### config.mk
export PLATFORM = sky130hd
export DESIGN_NAME = i2s_tdm_rx
export DESIGN_NICKNAME = d
export VERILOG_FILES = /design/src/rtl/i2s_rx_pkg.sv /design/src/rtl/i2s_rx_fifo.sv /design/src/rtl/i2s_tdm_rx.sv
export SDC_FILE = /design/constraint.sdc
export NUM_CORES = 1
export LEC_CHECK = 0
export CAP_MARGIN = 20
export CORE_MARGIN = 3
export CORE_UTILIZATION = 40
export CTS_BUF_LIST = sky130_fd_sc_hd__clkbuf_8
export DETAILED_ROUTE_END_ITERATION = 12
export PLACE_DENSITY = 0.65
export RECOVER_POWER = 100
export SYNTH_ARGS = -nofsm -noshare
export SYNTH_HDL_FRONTEND = slang
export SYNTH_SLANG_ARGS = --single-unit
### constraint.sdc
create_clock -name sclk -period 9.55 [get_ports sclk]
set_clock_uncertainty 0.2 [all_clocks]
set_input_delay 1.91 -clock sclk [delete_from_list [all_inputs] [get_ports sclk]]
set_output_delay 1.91 -clock sclk [all_outputs]
set_load 0.01 [all_outputs]
### src/rtl/i2s_rx_pkg.sv
// rtl/i2s_rx_pkg.sv - shared mode constants, FSM state type and width helpers for the serial-audio receiver
package i2s_rx_pkg;

  localparam logic [1:0] MODE_I2S = 2'd0;
  localparam logic [1:0] MODE_LJ  = 2'd1;
  localparam logic [1:0] MODE_TDM = 2'd2;

  typedef enum logic {
    HUNT = 1'b0,
    RUN  = 1'b1
  } rx_state_t;

  function automatic int ch_w(input int num_ch);
    return (num_ch > 1) ? $clog2(num_ch) : 1;
  endfunction

  function automatic int cnt_w(input int slot_w);
    return $clog2(slot_w + 1);
  endfunction

  function automatic int entry_w(input int dw, input int chw);
    return dw + chw + 1;
  endfunction

endpackage

### src/rtl/i2s_rx_fifo.sv
// rtl/i2s_rx_fifo.sv - first-word-fall-through sample FIFO; a write while full is taken only alongside a read
module i2s_rx_fifo #(
  parameter int W     = 20,
  parameter int DEPTH = 4
) (
  input  logic         sclk,
  input  logic         rst,
  input  logic         wr_en,
  input  logic [W-1:0] wr_data,
  input  logic         rd_en,
  output logic [W-1:0] rd_data,
  output logic         full,
  output logic         empty
);

  localparam int AW = $clog2(DEPTH);

  logic [W-1:0] mem [DEPTH];
  logic [AW:0]  wr_ptr;
  logic [AW:0]  rd_ptr;
  logic         do_wr;
  logic         do_rd;

  assign empty = (wr_ptr == rd_ptr);
  assign full  = (wr_ptr[AW] != rd_ptr[AW]) && (wr_ptr[AW-1:0] == rd_ptr[AW-1:0]);
  assign do_rd = rd_en && !empty;
  assign do_wr = wr_en && (!full || do_rd);

  // Head is masked while empty so the stream outputs read zero out of reset.
  assign rd_data = empty ? '0 : mem[rd_ptr[AW-1:0]];

  always_ff @(posedge sclk) begin
    if (rst) begin
      wr_ptr <= '0;
      rd_ptr <= '0;
    end else begin
      if (do_wr) wr_ptr <= wr_ptr + (AW+1)'(1);
      if (do_rd) rd_ptr <= rd_ptr + (AW+1)'(1);
    end
  end

  always_ff @(posedge sclk) begin
    if (do_wr) mem[wr_ptr[AW-1:0]] <= wr_data;
  end

endmodule

### src/rtl/i2s_tdm_rx.sv
// rtl/i2s_tdm_rx.sv - I2S / left-justified / TDM receiver emitting channel-tagged samples on a valid/ready stream
module i2s_tdm_rx
  import i2s_rx_pkg::*;
#(
  parameter int AUDIO_DW   = 16,
  parameter int SLOT_W     = 32,
  parameter int NUM_CH     = 8,
  parameter int FIFO_DEPTH = 4,
  parameter int CHW        = ch_w(NUM_CH)
) (
  input  logic                sclk,
  input  logic                rst,
  input  logic [1:0]          mode,
  input  logic                lrclk,
  input  logic                sdata,
  output logic [AUDIO_DW-1:0] out_data,
  output logic [CHW-1:0]      out_ch,
  output logic                out_last,
  output logic                out_valid,
  input  logic                out_ready,
  output logic                overflow,
  output logic                frame_err,
  input  logic                clr_err
);

  localparam int CNTW = cnt_w(SLOT_W);
  localparam int EW   = entry_w(AUDIO_DW, CHW);

  localparam logic [CNTW-1:0] CNT_DW   = CNTW'(AUDIO_DW);
  localparam logic [CNTW-1:0] CNT_SLOT = CNTW'(SLOT_W);
  localparam logic [CHW-1:0]  CH_LAST  = CHW'(NUM_CH - 1);
  localparam logic [CHW-1:0]  CH_ONE   = CHW'(1);

  rx_state_t           state;
  logic                lrclk_r;
  logic [1:0]          mode_r;
  logic                rise_d;
  logic                fall_d;
  logic                edge_d;
  logic [CHW-1:0]      ch;
  logic [CNTW-1:0]     bitcnt;
  logic [AUDIO_DW-1:0] sr;

  logic                rise;
  logic                fall;
  logic                lr_edge;
  logic                is_tdm;
  logic                mode_chg;
  logic                fstart;
  logic                bnd;

  logic                cap;
  logic                stop;
  logic                err_evt;
  logic [CNTW-1:0]     slot_cnt;
  logic [CHW-1:0]      slot_ch;
  logic [CNTW-1:0]     new_cnt;
  logic [AUDIO_DW-1:0] sr_new;
  logic                slot_last;
  logic                push;
  logic                pop;
  logic                ovf_evt;

  logic [EW-1:0]       fifo_wr;
  logic [EW-1:0]       fifo_rd;
  logic                fifo_full;
  logic                fifo_empty;

  assign rise     = lrclk && !lrclk_r;
  assign fall     = !lrclk && lrclk_r;
  assign lr_edge  = lrclk ^ lrclk_r;
  assign is_tdm   = (mode == MODE_TDM);
  assign mode_chg = (mode != mode_r);

  // I2S and DSP-A put the MSB one bit after the lrclk edge, so their slot starts use the delayed edges.
  always_comb begin
    fstart = 1'b0;
    bnd    = 1'b0;
    case (mode)
      MODE_LJ: begin
        fstart = rise;
        bnd    = lr_edge;
      end
      MODE_TDM: begin
        fstart = rise_d;
        bnd    = 1'b0;
      end
      default: begin
        fstart = fall_d;
        bnd    = edge_d;
      end
    endcase
  end

  always_comb begin
    cap      = 1'b0;
    stop     = 1'b0;
    err_evt  = 1'b0;
    slot_cnt = bitcnt;
    slot_ch  = ch;
    if (mode_chg) begin
      cap = 1'b0;
    end else if (state == HUNT) begin
      if (fstart) begin
        cap      = 1'b1;
        slot_cnt = '0;
        slot_ch  = '0;
      end
    end else if (fstart) begin
      err_evt  = is_tdm ? !((ch == CH_LAST) && (bitcnt == CNT_SLOT)) : (bitcnt < CNT_DW);
      cap      = 1'b1;
      slot_cnt = '0;
      slot_ch  = '0;
    end else if (bnd) begin
      err_evt  = (bitcnt < CNT_DW);
      cap      = 1'b1;
      slot_cnt = '0;
      slot_ch  = CH_ONE;
    end else if (is_tdm && (bitcnt == CNT_SLOT)) begin
      if (ch == CH_LAST) begin
        err_evt = 1'b1;
        stop    = 1'b1;
      end else begin
        cap      = 1'b1;
        slot_cnt = '0;
        slot_ch  = ch + CH_ONE;
      end
    end else if (bitcnt < CNT_SLOT) begin
      cap = 1'b1;
    end
  end

  assign new_cnt   = slot_cnt + CNTW'(1);
  assign sr_new    = {sr[AUDIO_DW-2:0], sdata};
  assign slot_last = is_tdm ? (slot_ch == CH_LAST) : (slot_ch == CH_ONE);
  assign push      = cap && (new_cnt == CNT_DW);
  assign pop       = out_valid && out_ready;
  assign ovf_evt   = push && fifo_full && !pop;
  assign fifo_wr   = {sr_new, slot_ch, slot_last};

  always_ff @(posedge sclk) begin
    lrclk_r <= lrclk;
    if (rst) begin
      mode_r    <= mode;
      rise_d    <= 1'b0;
      fall_d    <= 1'b0;
      edge_d    <= 1'b0;
      state     <= HUNT;
      ch        <= '0;
      bitcnt    <= '0;
      sr        <= '0;
      frame_err <= 1'b0;
      overflow  <= 1'b0;
    end else begin
      mode_r <= mode;
      rise_d <= rise;
      fall_d <= fall;
      edge_d <= lr_edge;
      if (mode_chg || stop) begin
        state <= HUNT;
      end else if ((state == HUNT) && fstart) begin
        state <= RUN;
      end
      if (cap) begin
        ch     <= slot_ch;
        bitcnt <= new_cnt;
        if (slot_cnt < CNT_DW) sr <= sr_new;
      end
      if (err_evt) begin
        frame_err <= 1'b1;
      end else if (clr_err) begin
        frame_err <= 1'b0;
      end
      if (ovf_evt) begin
        overflow <= 1'b1;
      end else if (clr_err) begin
        overflow <= 1'b0;
      end
    end
  end

  i2s_rx_fifo #(
    .W     (EW),
    .DEPTH (FIFO_DEPTH)
  ) u_fifo (
    .sclk    (sclk),
    .rst     (rst),
    .wr_en   (push),
    .wr_data (fifo_wr),
    .rd_en   (out_ready),
    .rd_data (fifo_rd),
    .full    (fifo_full),
    .empty   (fifo_empty)
  );

  assign {out_data, out_ch, out_last} = fifo_rd;
  assign out_valid = !fifo_empty;

endmodule

# Word level (Yosys, flattened, before mapping)
# Memories as Yosys holds them, arrays and structs flattened. A register that Yosys moved wholly into a read port is not among the register bits.
# Index checks and enable logic that the tools add are counted.
# W data, S select, Z words.
# word_totals
ramBits	80
inputBits	8
n_memories	1
latchBits	0
output_inout_bits	23
regBits	39
mem_bits_ro	0
# mem_list
memory	depth	word_bits	rd	rd_ports_with_merged_regs	write_ports	line	text
u_fifo.mem	4	20	1	1	1	i2s_rx_fifo.sv:18	logic [W-1:0] mem [DEPTH];
# classes
n_reduce_logical	23
bitwise_logic	2
n_eq_ne	11
shifts	0
muxes	44
magnitude_cmp	3
n_div	0
multipliers	0
n_addsub	4
# op_table
cell	count
$mux W6	7
$mux W1	25
$mux W3	7
$mux W20	1
$lt A6 B5 Y1 const B	2
$logic_and A1 B1 Y1	11
$add A3 B1 Y3 const B	3
$add A6 B1 Y6 const B	1
$eq A3 B3 Y1 const B	2
$eq A6 B5 Y1 const B	1
$eq A6 B6 Y1 const B	1
$logic_not A1 Y1	6
$lt A6 B6 Y1 const B	1
$mux W2	2
$pmux W1 S2	2
$reduce_bool A2 Y1	2
$eq A3 B1 Y1 const B	1
$eq A3 B3 Y1	1
$eq A2 B1 Y1 const B	1
$eq A2 B2 Y1	1
$eq A2 B2 Y1 const B	1
$logic_or A1 B1 Y1	2
$ne A2 B2 Y1	1
$reduce_and A2 Y1	1
4 further kinds	4

# Longest topological paths before layout
# depth
ltp_word	13
depth_mapped	15
mapped_depth_nobuf	14

# Hierarchy
# Synthesis repeated with hierarchy kept, for this count alone.
# hier_totals
cells_unflattened	356
area_unflattened_um2	5136.2
# by_module_without_submodules
module	cells_each	instances	area_per_inst_um2	seq_area_each_um2
i2s_rx_fifo	180	1	3505.9	2562.5
i2s_tdm_rx	176	1	1630.3	660.6

# Least setup slack after synthesis
# No wires, ideal clock.
# synth_timing
path_kind	input port to flip-flop
startpoint	input port mode[0]
endpoint	memory u_fifo.mem[0][0], enable pin
t_arrival_ns	5.416
setup_time_ns	0.397
setup_slack_ns	3.537
path_stages	14
cell_sequence	inv_1 ha_1 or3b_4 a21oi_4 o21a_1 nor2_1 and2_1 ha_1 nand3_1 mux2_2 o22ai_1 and2_2 nand4_4 nor2_1
# synth_via
elab_chain_len	13
word_cells_on_any_way	24
classes_between	1 x add/sub; 4 x eq/ne; 16 x mux; 3 x reduce/logical
# synth_lines
item	line	text
from (decl)	i2s_tdm_rx.sv:13	input logic [1:0] mode,
$eq A2 B2 Y1	i2s_tdm_rx.sv:72, i2s_tdm_rx.sv:79	
$logic_and A1 B1 Y1	i2s_tdm_rx.sv:119	end else if (is_tdm && (bitcnt == CNT_SLOT)) begin
$mux W6	i2s_tdm_rx.sv:119	
$mux W6	i2s_tdm_rx.sv:114	end else if (bnd) begin
$mux W6	i2s_tdm_rx.sv:109	end else if (fstart) begin
$mux W6	i2s_tdm_rx.sv:103	end else if (state == HUNT) begin
$mux W6	i2s_tdm_rx.sv:101	if (mode_chg) begin
$add A6 B1 Y6	i2s_tdm_rx.sv:133	assign new_cnt = slot_cnt + CNTW'(1);
$eq A6 B5 Y1	i2s_tdm_rx.sv:136	assign push = cap && (new_cnt == CNT_DW);
$logic_and A1 B1 Y1 (*)	i2s_tdm_rx.sv:136	
$logic_and A1 B1 Y1 (*)	i2s_rx_fifo.sv:27	assign do_wr = wr_en && (!full || do_rd);
$mux W1 (*)	i2s_rx_fifo.sv:43	if (do_wr) mem[wr_ptr[AW-1:0]] <= wr_data;
$mux W1 (implied by the code) (*)	i2s_rx_fifo.sv:43	
to (decl)	i2s_rx_fifo.sv:18	
# Every way passes the cells marked *; elsewhere a longest branch is shown, timed or not.

# Worst setup path after layout
# layout_timing
startpoint	input port mode[0]
endpoint	memory u_fifo.mem[2][4], enable pin
# Same word-level chain as after synthesis.

==> impl_metrics.ini <==
[final_layout]
fillers = 1055
layout_commonest_cell = edfxtp_1
final_cell_mix = edfxtp_1 (80), nor2_1 (42), dfxtp_1 (41)
final_nets = 419
final_area_um2 = 5930
syn2layout_area_growth_pct = 16.2
ff_latch_area_um2 = 3220
insertedDiodeCount = 0
layout-drive-gt1-share = 0.143
multi_input_area_um2 = 1720

[logic_synthesis]
synth_area_leaders = edfxtp_1 (47%), dfxtp_1 (16%), mux4_2 (8.8%), mux2i_1 (3.5%), nor2_1 (3.1%)
synth_area_um2 = 5100
synth-edff-count = 80
yosysTopAreaCellShare = 0.471
synth-simple-area-share = 0.120
syn_inst = 357
ys_ff_latch = 121
ys_seq_area_frac = 0.631
async_flop_share = 0
synthMuxAreaShare = 0.131
syn_nets = 377
synthXorXnorAreaFrac = 0.0120
synthAdderAreaFrac = 0.0294
synthFlopType = edfxtp_1
synth-compound-area-share = 0.0515
synth_warnings = 0
synth_top_family_by_area = multiplexers
ys_types = 54
yosysTopAreaCell = edfxtp_1
avgSynthCellArea_um2 = 14.3

[sta]
setup_viol = 0
tns_ns = 0
worst_pin_slew_ns = 1.87
rsz0062_at_grt = false
timing.final.crit_share = 0.736
relSlewSlack = -0.248
maxSlewViolCount = 42
fmax_mhz = 142
hold_viol = 0
period_needed_ns = 7.03

[setup_path]
critPathMaxStageDelay_ns = 0.86
crit_chain = dlygate4sd3_1, inv_1, ha_1, a22oi_1, o21ai_0, clkbuf_1, o21a_1, nor2_1, and2_0, ha_1, nand3_1, mux2_2, o22ai_1, and2_0, nand4_1, nor2_1, clkbuf_1
cp_num_buf_inv = 4
end_kind = register
critical_path_required_ns = 9.40
crit_slowest_cell = clkbuf_1
critPathArrivalTime_ns = 6.88
path_delay_family = buffers and inverters
crit_type = input pin to register
cp-start-kind = input pin
path_max_fanout = 16

[cts]
holdBufCountCts = 0
insertion_delay_ns = 0.43
cts_setup_buffers = 0
cts.clk_slew.worst_paths_ns = 0.07
tritoncts = done
cts_resized = 0
htree_levels = 4
clkSinkCount = 121
root_buffer = clkbuf_8
cts_buffer_depth = 2
numCtsBuffers = 17

[hold_path]
hp-class = register to register

[floorplanning]
die_w_um = 119
die_area_um2 = 14200
die_height_um = 119
core_area_um2 = 12300
rows = 40
initial_core_util = 0.416
ios = 31

[routing]
route.detailed.drc = 0
drt_wl_total_um = 9070
drt-wirelength-per-cell_um = 15.6
drtIter0Drc = 229
vias_per_cell = 5.08
dr.pass1.iters = 4
vias = 2944
drtAntennaViolNets = 0

[status]
violations = max-capacitance violations, max-slew violations
outcome = finished, violations left

[place]
dp_hpwl_um = 5500
dpl_cell_area_um2 = 5600
gp_congestion = 0.787
portBuffers = 30

[global_route]
track_usage = 0.136
grt_max_degree = 42
gr-total-overflow = 0
grt_pass1_wl_um = 14700
first_global_vias = 2896
antenna_found_initial = 0

[power]
p_comb_frac = 0.025
pwr-share-clk = 0.431
p_int_w = 0.000811
p_sw_frac = 0.206
pwr_density_cell_nw_per_um2 = 172
worst_ir_drop_vdd_mv = 0.0795
power_frac_seq = 0.544
leakage_nw = 2.19
switching_power_w = 0.000210

[run]
maxCapViolCount = 1
## power by group through the flow
| stage | combinational (W) | clock (W) | sequential, W |
|---|---|---|---|
| global placement | 0.0000260 | 0 | 0.000567 |
| finish | 0.0000252 | 0.000440 | 0.000555 |
| global route | 0.0000282 | 0.000471 | 0.000555 |
| detailed placement | 0.0000267 | 0 | 0.000567 |
| floorplan | 0.0000185 | 0 | 0.000566 |
| CTS | 0.0000268 | 0.000448 | 0.000555 |
## through the flow
stage / setup WS, ns / power, W / hold WS (ns) / utilization / std cells
CTS: 3.14 / 0.00103 / 0.291 / 0.489 / 580
global placement: 2.82 / 0.000593 / 0.262 / 0.457 / 548
finish: 2.52 / 0.00102 / 0.276 / 0.484 / 580
global route: 2.06 / 0.00105 / 0.317 / 0.484 / 580
detailed placement: 2.70 / 0.000594 / 0.281 / 0.457 / 548
floorplan: 3.54 / 0.000585 / 0.260 / - / 357
## cells in the mapped netlist, types with 2 or more instances
cell and instances:
inv_1 14, a41oi_1 2, mux2i_1 18, nor2_1 42
a311oi_1 3, nand2b_1 4, ha_1 12, buf_2 4
mux4_2 20, a21oi_1 7, and2_1 2, xor2_1 4
dfxtp_1 41, or3_1 2, edfxtp_1 80, nand2_1 12
and3_1 5, nand3_1 7, and2_2 2, nor3_1 3
nor2b_1 24, o21ai_0 7, clkbuf_1 8, mux2_2 2
xnor2_1 3
## registers in the layout, indices dropped and copies added (netlist names), named ones only
name and flops:
bitcnt 6, ch 3, edge_d 1, fall_d 1, frame_err 1, lrclk_r 1
mode_r 2, overflow 1, rise_d 1, sr 15, state 1, u_fifo.mem 80
u_fifo.rd_ptr 3, u_fifo.wr_ptr 3
## metal layers
layer	GRT usage	share of wire	vias up
met5	0	0	-
met4	0.0710	0.021	0
met1	0.172	0.45	1470
li1	-	-	1402
met3	0.0399	0.034	12
met2	0.212	0.49	60
## logic make-up (layout without fill, tap and decap cells)
group,after synthesis,in the layout
DFF,121,121
and+or+nand+nor,113,113
muxes,41,41
AOI/OAI and AO/OA,34,34
buffers and inverters,29,84
adders and majority gates,12,12
xor gates and xnor gates,7,7
## worst min-delay path: stages, from the launching register on
cell      delay [ns]
dfxtp_1         0.31
nand2b_1        0.06
a21oi_1         0.06
## area by class of cell
| type | instances | area share |
|---|---|---|
| Clock buffer | 20 | 0.0464 |
| Timing Repair Buffer | 38 | 0.0563 |
| Tap cell | 168 | 0.0354 |
| Inverter | 14 | 0.00886 |
| Clock inverter | 12 | 0.0190 |
| Sequential cell | 121 | 0.543 |
| Multi-Input combinational cell | 207 | 0.291 |
## final timing paths
path | start | to | slack [ns] | cells past startpoint
setup / recovery | mode[0] | u_fifo.mem[2][4] | 2.52 | 17
setup reg to reg | lrclk_r | u_fifo.mem[2][4] | 4.45 | 16
hold reg to reg | frame_err | frame_err | 0.28 | 2
hold / removal | frame_err | frame_err | 0.28 | 2
(Power assumes the default switching activity.)
